File: src/rtl/led_demux.sv
// led_demux: reconstructs eight static digit patterns from a time-multiplexed
// LED segment/select bus.
//
// The bus is registered once. A sample is evaluated only after it has
// remained unchanged for SETTLE consecutive samples, which rejects glitches
// and ghosting during select transitions. An evaluated sample with exactly
// one select bit low loads that digit's output register. A frame is complete
// once all eight digits have been captured.
//
// Parameters:
//   SETTLE     1..255, consecutive identical samples required before a capture
//
// Ports:
//   clk        sole clock, rising edge
//   rst_n      synchronous active-low reset
//   seg_in     [7:0] multiplexed segment bus, active-low
//   sel_in     [7:0] digit select, active-low one-hot (bit i low = digit i)
//   clr_err    single-cycle request to clear sel_err
//   out0..out7 [7:0] reconstructed segment pattern per digit, raw active-low
//   valid      sticky: a complete frame has been captured since reset
//   frame_done one-cycle pulse when the eighth distinct digit of a frame lands
//   sel_err    sticky: a stable sample had more than one select bit low
//   err_cnt    [7:0] saturating count of multi-select evaluations
//              (present only when LED_DEMUX_ERR_CNT_EN is defined)
//
// Build option: define LED_DEMUX_ERR_CNT_EN to add the err_cnt output.

module led_demux #(
  parameter int unsigned SETTLE = 4
) (
  input  logic       clk,
  input  logic       rst_n,
  input  logic [7:0] seg_in,
  input  logic [7:0] sel_in,
  input  logic       clr_err,
  output logic [7:0] out0,
  output logic [7:0] out1,
  output logic [7:0] out2,
  output logic [7:0] out3,
  output logic [7:0] out4,
  output logic [7:0] out5,
  output logic [7:0] out6,
  output logic [7:0] out7,
  output logic       valid,
  output logic       frame_done,
  output logic       sel_err
`ifdef LED_DEMUX_ERR_CNT_EN
  ,
  output logic [7:0] err_cnt
`endif
);

  localparam int unsigned DW   = 8;
  localparam int unsigned NDIG = 8;
  localparam int unsigned CW   = 8;
  localparam logic [CW-1:0] SETTLE_C = CW'(SETTLE);

  // Sample stage
  logic [DW-1:0]   seg_q, seg_d;
  logic [NDIG-1:0] sel_q, sel_d;

  // Stability tracking
  logic [CW-1:0]   cnt_q, cnt_d;

  // Digit capture and frame tracking
  logic [DW-1:0]   out_q [NDIG];
  logic [DW-1:0]   out_d [NDIG];
  logic [NDIG-1:0] seen_q, seen_d;
  logic            valid_q, valid_d;
  logic            frame_done_q, frame_done_d;
  logic            sel_err_q, sel_err_d;

`ifdef LED_DEMUX_ERR_CNT_EN
  logic [CW-1:0]   err_cnt_q, err_cnt_d;
`endif

  // Evaluation decode
  logic            stable_c;
  logic            eval_c;
  logic [NDIG-1:0] sel_low_c;
  logic            sel_none_c;
  logic            sel_single_c;
  logic            capture_c;
  logic            err_evt_c;
  logic [NDIG-1:0] seen_acc_c;

  // Counter tracks how many edges the held sample has matched the bus.
  // It reaches SETTLE on the edge that samples the value for the
  // SETTLE+1-th time, and that same edge performs the capture, so the
  // decision is made from cnt_q == SETTLE-1 plus a still-matching bus.
  always_comb begin
    stable_c = (seg_in == seg_q) && (sel_in == sel_q);
    eval_c   = stable_c && (cnt_q == (SETTLE_C - CW'(1)));

    sel_low_c    = ~sel_q;
    sel_none_c   = (sel_low_c == '0);
    // Exactly one bit set: non-zero and clearing the lowest set bit leaves zero.
    sel_single_c = !sel_none_c && ((sel_low_c & (sel_low_c - NDIG'(1))) == '0);

    capture_c = eval_c && sel_single_c;
    err_evt_c = eval_c && !sel_none_c && !sel_single_c;
  end

  // Next-state logic
  always_comb begin
    seg_d        = seg_in;
    sel_d        = sel_in;
    cnt_d        = cnt_q;
    seen_d       = seen_q;
    valid_d      = valid_q;
    frame_done_d = 1'b0;
    sel_err_d    = sel_err_q;
    seen_acc_c   = seen_q;
    for (int i = 0; i < NDIG; i++) begin
      out_d[i] = out_q[i];
    end

    // Saturating stability counter
    if (!stable_c) begin
      cnt_d = '0;
    end else if (cnt_q != SETTLE_C) begin
      cnt_d = cnt_q + CW'(1);
    end

    // Capture into the selected digit; frame completes when every digit seen
    if (capture_c) begin
      for (int i = 0; i < NDIG; i++) begin
        if (sel_low_c[i]) begin
          out_d[i] = seg_q;
        end
      end
      seen_acc_c = seen_q | sel_low_c;
      if (seen_acc_c == '1) begin
        frame_done_d = 1'b1;
        valid_d      = 1'b1;
        seen_d       = '0;
      end else begin
        seen_d = seen_acc_c;
      end
    end

    // A new error evaluation takes priority over a clear request
    if (err_evt_c) begin
      sel_err_d = 1'b1;
    end else if (clr_err) begin
      sel_err_d = 1'b0;
    end
  end

`ifdef LED_DEMUX_ERR_CNT_EN
  // Error counter: increment wins over clear, restarting the count at one
  always_comb begin
    err_cnt_d = err_cnt_q;
    if (err_evt_c) begin
      if (clr_err) begin
        err_cnt_d = CW'(1);
      end else if (err_cnt_q != '1) begin
        err_cnt_d = err_cnt_q + CW'(1);
      end
    end else if (clr_err) begin
      err_cnt_d = '0;
    end
  end

  always_ff @(posedge clk) begin
    if (!rst_n) begin
      err_cnt_q <= '0;
    end else begin
      err_cnt_q <= err_cnt_d;
    end
  end

  assign err_cnt = err_cnt_q;
`endif

  // State registers
  always_ff @(posedge clk) begin
    if (!rst_n) begin
      seg_q        <= '1;
      sel_q        <= '1;
      cnt_q        <= '0;
      seen_q       <= '0;
      valid_q      <= 1'b0;
      frame_done_q <= 1'b0;
      sel_err_q    <= 1'b0;
      for (int i = 0; i < NDIG; i++) begin
        out_q[i] <= '1;
      end
    end else begin
      seg_q        <= seg_d;
      sel_q        <= sel_d;
      cnt_q        <= cnt_d;
      seen_q       <= seen_d;
      valid_q      <= valid_d;
      frame_done_q <= frame_done_d;
      sel_err_q    <= sel_err_d;
      for (int i = 0; i < NDIG; i++) begin
        out_q[i] <= out_d[i];
      end
    end
  end

  assign out0       = out_q[0];
  assign out1       = out_q[1];
  assign out2       = out_q[2];
  assign out3       = out_q[3];
  assign out4       = out_q[4];
  assign out5       = out_q[5];
  assign out6       = out_q[6];
  assign out7       = out_q[7];
  assign valid      = valid_q;
  assign frame_done = frame_done_q;
  assign sel_err    = sel_err_q;

endmodule

File: config.mk
export PLATFORM = sky130hd
export DESIGN_NAME = led_demux
export DESIGN_NICKNAME = d
export VERILOG_FILES = /design/src/rtl/led_demux.sv
export SDC_FILE = /design/constraint.sdc
export NUM_CORES = 1
export LEC_CHECK = 0
export BUFFER_PORTS_ARGS = -buffer_cell sky130_fd_sc_hd__buf_2
export CORE_ASPECT_RATIO = 2
export CORE_MARGIN = 5
export CORE_UTILIZATION = 49
export CTS_CLUSTER_DIAMETER = 50
export DETAILED_ROUTE_END_ITERATION = 10
export GPL_TIMING_DRIVEN = 0
export HOLD_SLACK_MARGIN = 0.15
export PLACE_DENSITY = 0.75
export SLEW_MARGIN = 20
export SYNTH_ARGS = -nofsm -noshare
export SYNTH_HDL_FRONTEND = slang
export SYNTH_SLANG_ARGS = --single-unit
File: constraint.sdc
create_clock -name clk -period 2.5 [get_ports clk]
set_clock_uncertainty 0.15 [all_clocks]
set_input_delay 0.25 -clock clk [delete_from_list [all_inputs] [get_ports clk]]
set_output_delay 0.25 -clock clk [all_outputs]
set_load 0.02 [all_outputs]
# Word-level counts from Yosys, hierarchy flattened
# Memory sizes are Yosys's and may differ from the RTL's.
# Cells that the tools add are included.
# word_totals
wordCells	63
ff_bits	35
ramBits	64
mem_bits_ro	0
latchBits	0
n_memories	1
input_bits	19
# memory_table
memory	depth	width	read_ports	rd_ports_with_merged_regs	wr	line_no	rtl
out_q	8	8	8	0	8	66	logic [DW-1:0] out_q [NDIG];
# op_classes
eq_ne	5
mul	0
order_cmp	0
div	0
n_reduce_logical	14
bitwise_logic	11
n_addsub	2
mux	23
n_shift	0
# op_table
cell	count
$mux W8	17
$mux W64	1
$eq A8 B8 Y1	2
$logic_not A8 Y1	2
$add A8 B1 Y8 const B	1
$and A8 B8 Y8	1
$eq A8 B2 Y1 const B	1
$eq A8 B8 Y1 const B	1
$ne A8 B3 Y1 const B	1
$not A8 Y8	1
$or A1 B1 Y1	8
$or A8 B8 Y8	1
$sub A8 B1 Y8 const B	1
$logic_and A1 B1 Y1	6
$reduce_and A2 Y1	3
$mux W1	5
$logic_not A1 Y1	2
$reduce_bool A2 Y1	1

# Longest topological paths before layout
# depth
word_depth	8
mapped_depth	9
mapped_depth_nobuf	5

# Worst setup path before layout
# OpenSTA, ideal clock, no wires.
# synth_timing
kind	register to register
from	reg cnt_q[3]
to	mem out_q[4][6] (netlist: out_q[0][38])
stages_incl_launch_ff	8
required_ns	2.287
t_arrival_ns	2.465
setup_ns	0.063
slack_ns	-0.178
path_cell_list	dfxtp_1 or4_4 or4b_4 buf_6 a2111o_1 buf_6 or3_1 nand3_1
# synth_lines
element	line_no	rtl
start: declaration	63	logic [CW-1:0] cnt_q, cnt_d;
start signal: assignment	192	cnt_q <= cnt_d;
end: declaration	66	

==> run summary <==
DIE
--------------------------------------------------------------------------------------------------
Effective utilization at floorplan                                                           50.2%
Vertical die dimension                                                                      140 um
Die width                                                                                  75.2 um
Die Area                                                                                 10500 um2
Std cell rows                                                                                   47
Top-Level Pins                                                                                  86
Core area                                                                                 8290 um2

STATUS
--------------------------------------------------------------------------------------------------
Violated checks                                                                       setup timing
Outcome                                                                               complete, but fails checks

CTS
--------------------------------------------------------------------------------------------------
Clock Tree Buf Depth                                                                             2
Clock transition time at the flip-flop clock pins of the worst setup and hold paths          60 ps
Clock Sink Count                                                                                99
Clock insertion delay at the later pin of the skew report                                   350 ps
TritonCTS clock tree                                                                         built
H-tree depth reported by CTS                                                                     3
Num CTS Buffers                                                                                  9
Clock tree root driver cell                                                           sky130_fd_sc_hd__clkbuf_16

STA
--------------------------------------------------------------------------------------------------
Hold Worst Slack                                                                            302 ps
RSZ-0062 raised after global routing                                                          true
Worst-case setup margin in the final layout                                                -267 ps
Max-Slew Margin vs Limit                                                                     55.1%
Final Hold Violating Endpoints                                                                   0
Shortest clock period the worst path allows after layout                                   2770 ps
Setup_tns                                                                                -10320 ps
Maximum achievable frequency                                                               361 MHz
Ratio of final minimum period to clock period                                                 111%
Number of slew-limit violations in the final report                                              0
Final setup violation count                                                                     69
Transition time of the tightest slew-check pin                                              674 ps

FINISH
--------------------------------------------------------------------------------------------------
Post-route non-filler standard cell count                                                      677
Nets                                                                                           595
Fraction of layout cells with a size suffix above 1                                          32.1%
Post-synthesis to final-layout area growth                                                   36.7%
Number of diodes added for antenna fixing                                                        0

POWER
--------------------------------------------------------------------------------------------------
Total power divided by cell area                                                        573 nW/um2
Overall power of the completed layout                                                      3260 uW
Leakage Power                                                                           0.00220 uW
Maximum VDD drop                                                                          0.470 mV

SETUP PATH
--------------------------------------------------------------------------------------------------
Cells traversed along the worst timing path                                           or4_4, or4b_4, buf_6, or4_4, buf_6, or3_1, nand3_1
Type of the worst setup path                                                          register to register
Crit path max-delay family                                                            simple AND/OR/NAND/NOR gates
Endpoint class of the critical path                                                       register
Slowest cell on crit path                                                             sky130_fd_sc_hd__or4b_4
WP data arrival                                                                            2900 ps
Peak fanout along the critical path                                                              7
WP buf/inv                                                                                       2
Sort of element at the start of the critical path                                         register
Required time of the critical path                                                         2630 ps
Maximum single-stage delay on the critical path                                             550 ps

PLACE
--------------------------------------------------------------------------------------------------
Half-perimeter wire length after placement                                                 8540 um
RePlAce Congestion                                                                           0.910
Number of placed instances, taps included                                                      633
Port buffer count                                                                               85

GRT
--------------------------------------------------------------------------------------------------
Congestion Overflow GR                                                                           0
Via count of the first global-routing pass                                                    3995
Met3 capacity usage during global routing                                                    3.59%
Initial antenna violation count                                                                  0
Total global routing track utilization                                                       23.7%
Maximum number of pins on one net before global-route repair                                    17
Grt met1 use                                                                                 23.1%
Met2 capacity usage during global routing                                                    43.2%
Global-route wire length before repair                                                    19200 um
Layer with the highest usage after global routing                                             met2

LOGIC SYNTHESIS
--------------------------------------------------------------------------------------------------
Syn. warnings                                                                                    0
Share of flip-flops with an asynchronous set or reset                                           0%
Sequential fraction of the synthesis area                                                    47.6%
Post-synth top flop                                                                   sky130_fd_sc_hd__dfxtp_1
Largest cells by area after synthesis                                                 sky130_fd_sc_hd__dfxtp_1 48%, sky130_fd_sc_hd__mux2i_1 6.0%, sky130_fd_sc_hd__nand3_1 4.9%, sky130_fd_sc_hd__or3_1 4.8%, sky130_fd_sc_hd__xor2_1 4.6%
Proportion of netlist area held by the largest area contributor                              47.6%
Number of cells produced by synthesis                                                          450
Number of flops mapped to enable cells by yosys                                                  0
Most frequently used cell type in the post-synthesis netlist                          sky130_fd_sc_hd__dfxtp_1
Post-synthesis instance area                                                              4160 um2
Most numerous cell types in the synthesized netlist                                   99 x sky130_fd_sc_hd__dfxtp_1, 42 x sky130_fd_sc_hd__nor2_1, 41 x sky130_fd_sc_hd__nand3_1
Syn_nets                                                                                       471
Number of distinct library cells after synthesis                                                45
FF+latch count, synth                                                                           99
Largest area contributor in the synthesized netlist                                   sky130_fd_sc_hd__dfxtp_1
Synthesized area per cell                                                                 9.25 um2

DRT
--------------------------------------------------------------------------------------------------
Remaining design rule violation count                                                            0
Number of routed nets with antenna violations                                                    0
Total length of routed wires                                                              12700 um
Average routed wire per standard cell                                                      18.8 um
First drt pass iteration count                                                                   5
Drt first-iter violations                                                                      330
Vias per std cell                                                                             5.79
Via total after detailed routing                                                              3919

WORST HOLD PATH
--------------------------------------------------------------------------------------------------
Hold crit path type                                                                   input pin to register

RUN
--------------------------------------------------------------------------------------------------
Number of violations of the max-capacitance limit                                                0

==> metal layers <==
metal | vias up | wire length (um)
met5 | - | 0
met2 | 133 | 6940
met4 | 0 | 863
met1 | 1893 | 4350
li1 | 1841 | -
met3 | 52 | 565
==> logic make-up after synthesis <==
logic type      count (synthesis)  share of synthesized area, %
xor+xnor                       25                          5.26
buf+inv                        55                          5.77
compound gates                 73                          11.6
simple gates                  170                          22.8
mux                            25                          6.01
flops                          99                          47.6
fa+ha+maj                       3                         0.842
==> state kept, by name, indices dropped and copies added (netlist names) <==
register    cells
sel_q           8
out_q          64
valid           1
cnt_q           8
frame_done      1
seen_q          8
seg_q           8
sel_err         1
==> path summary, 6_finish.rpt <==
kind              from            to  slack [ps]  depth (start not counted)
max           cnt_q[3]  out_q[0][22]        -270                          7
min            clr_err       sel_err         300                          4
max reg2reg   cnt_q[3]  out_q[0][22]        -270                          7
min reg2reg  seen_q[1]     seen_q[1]         320                          2
==> report_power, final <==
group	internal [uW]	total (uW)	switching [uW]
logic	77.6	192	115
clock network	832	1450	615
registers	1590	1620	27.6
==> final cells by class <==
type,instances,area (um2)
Buffer,29,210
Clock buffer,11,253
Clock inverter,5,61.3
Fill cell,650,2610
Inverter,17,63.8
Multi-Input combinational cell,298,2210
Sequential cell,99,1990
Tap cell,98,123
Timing Repair Buffer,120,768
==> stage by stage <==
stage | area, um2 | utilization, % | worst slack (ps)
after floorplan | 4190 | - | -170
after global placement | 4740 | 57.2 | -1020
after detailed placement | 4740 | 57.2 | -1090
after CTS | 5540 | 66.8 | -248
after global routing | 5690 | 68.6 | -330
final | 5690 | 68.6 | -267
==> cells in the final DEF, fill, tap and decap left out, drive strengths merged, types with 2 or more instances in the layout <==
cell type      n
nor4           5
o311ai         8
dfxtp         99
nor2          42
ha             2
clkinvlp       3
a211oi         3
o31ai         10
xor2          22
or2            2
or4            7
xnor2          3
dlygate4sd3   20
o21bai         4
nand3         41
and3           4
o211a          2
nand2          2
mux2i         25
a2111o         2
a21oi          3
o21a           2
buf          107
o21ai         33
inv           17
or4b           2
nand4          4
or3           32
nor2b          4
nand4b         2
nor3b          5
clkbuf        33
nand2b        17
==> worst register-to-register path, cell delays in order, from the launching register on <==
cell and delay [ps]:
sky130_fd_sc_hd__dfxtp_2 320, sky130_fd_sc_hd__or4_4 540, sky130_fd_sc_hd__or4b_4 550, sky130_fd_sc_hd__buf_6 150, sky130_fd_sc_hd__or4_4 460, sky130_fd_sc_hd__buf_6 160, sky130_fd_sc_hd__or3_1 300, sky130_fd_sc_hd__nand3_1 90
==> what timing repair did <==
action / in CTS / in global routing
resized for setup: 60 / 41
setup buffers: 11 / 1
hold buffers: 20 / 0
pin swaps: 10 / 7
endpoints found under the hold margin: 16 / 0
cloned: 5 / 1
setup endpoints to repair: 76 / 75
Note: power is estimated with default switching activity, not from simulation.
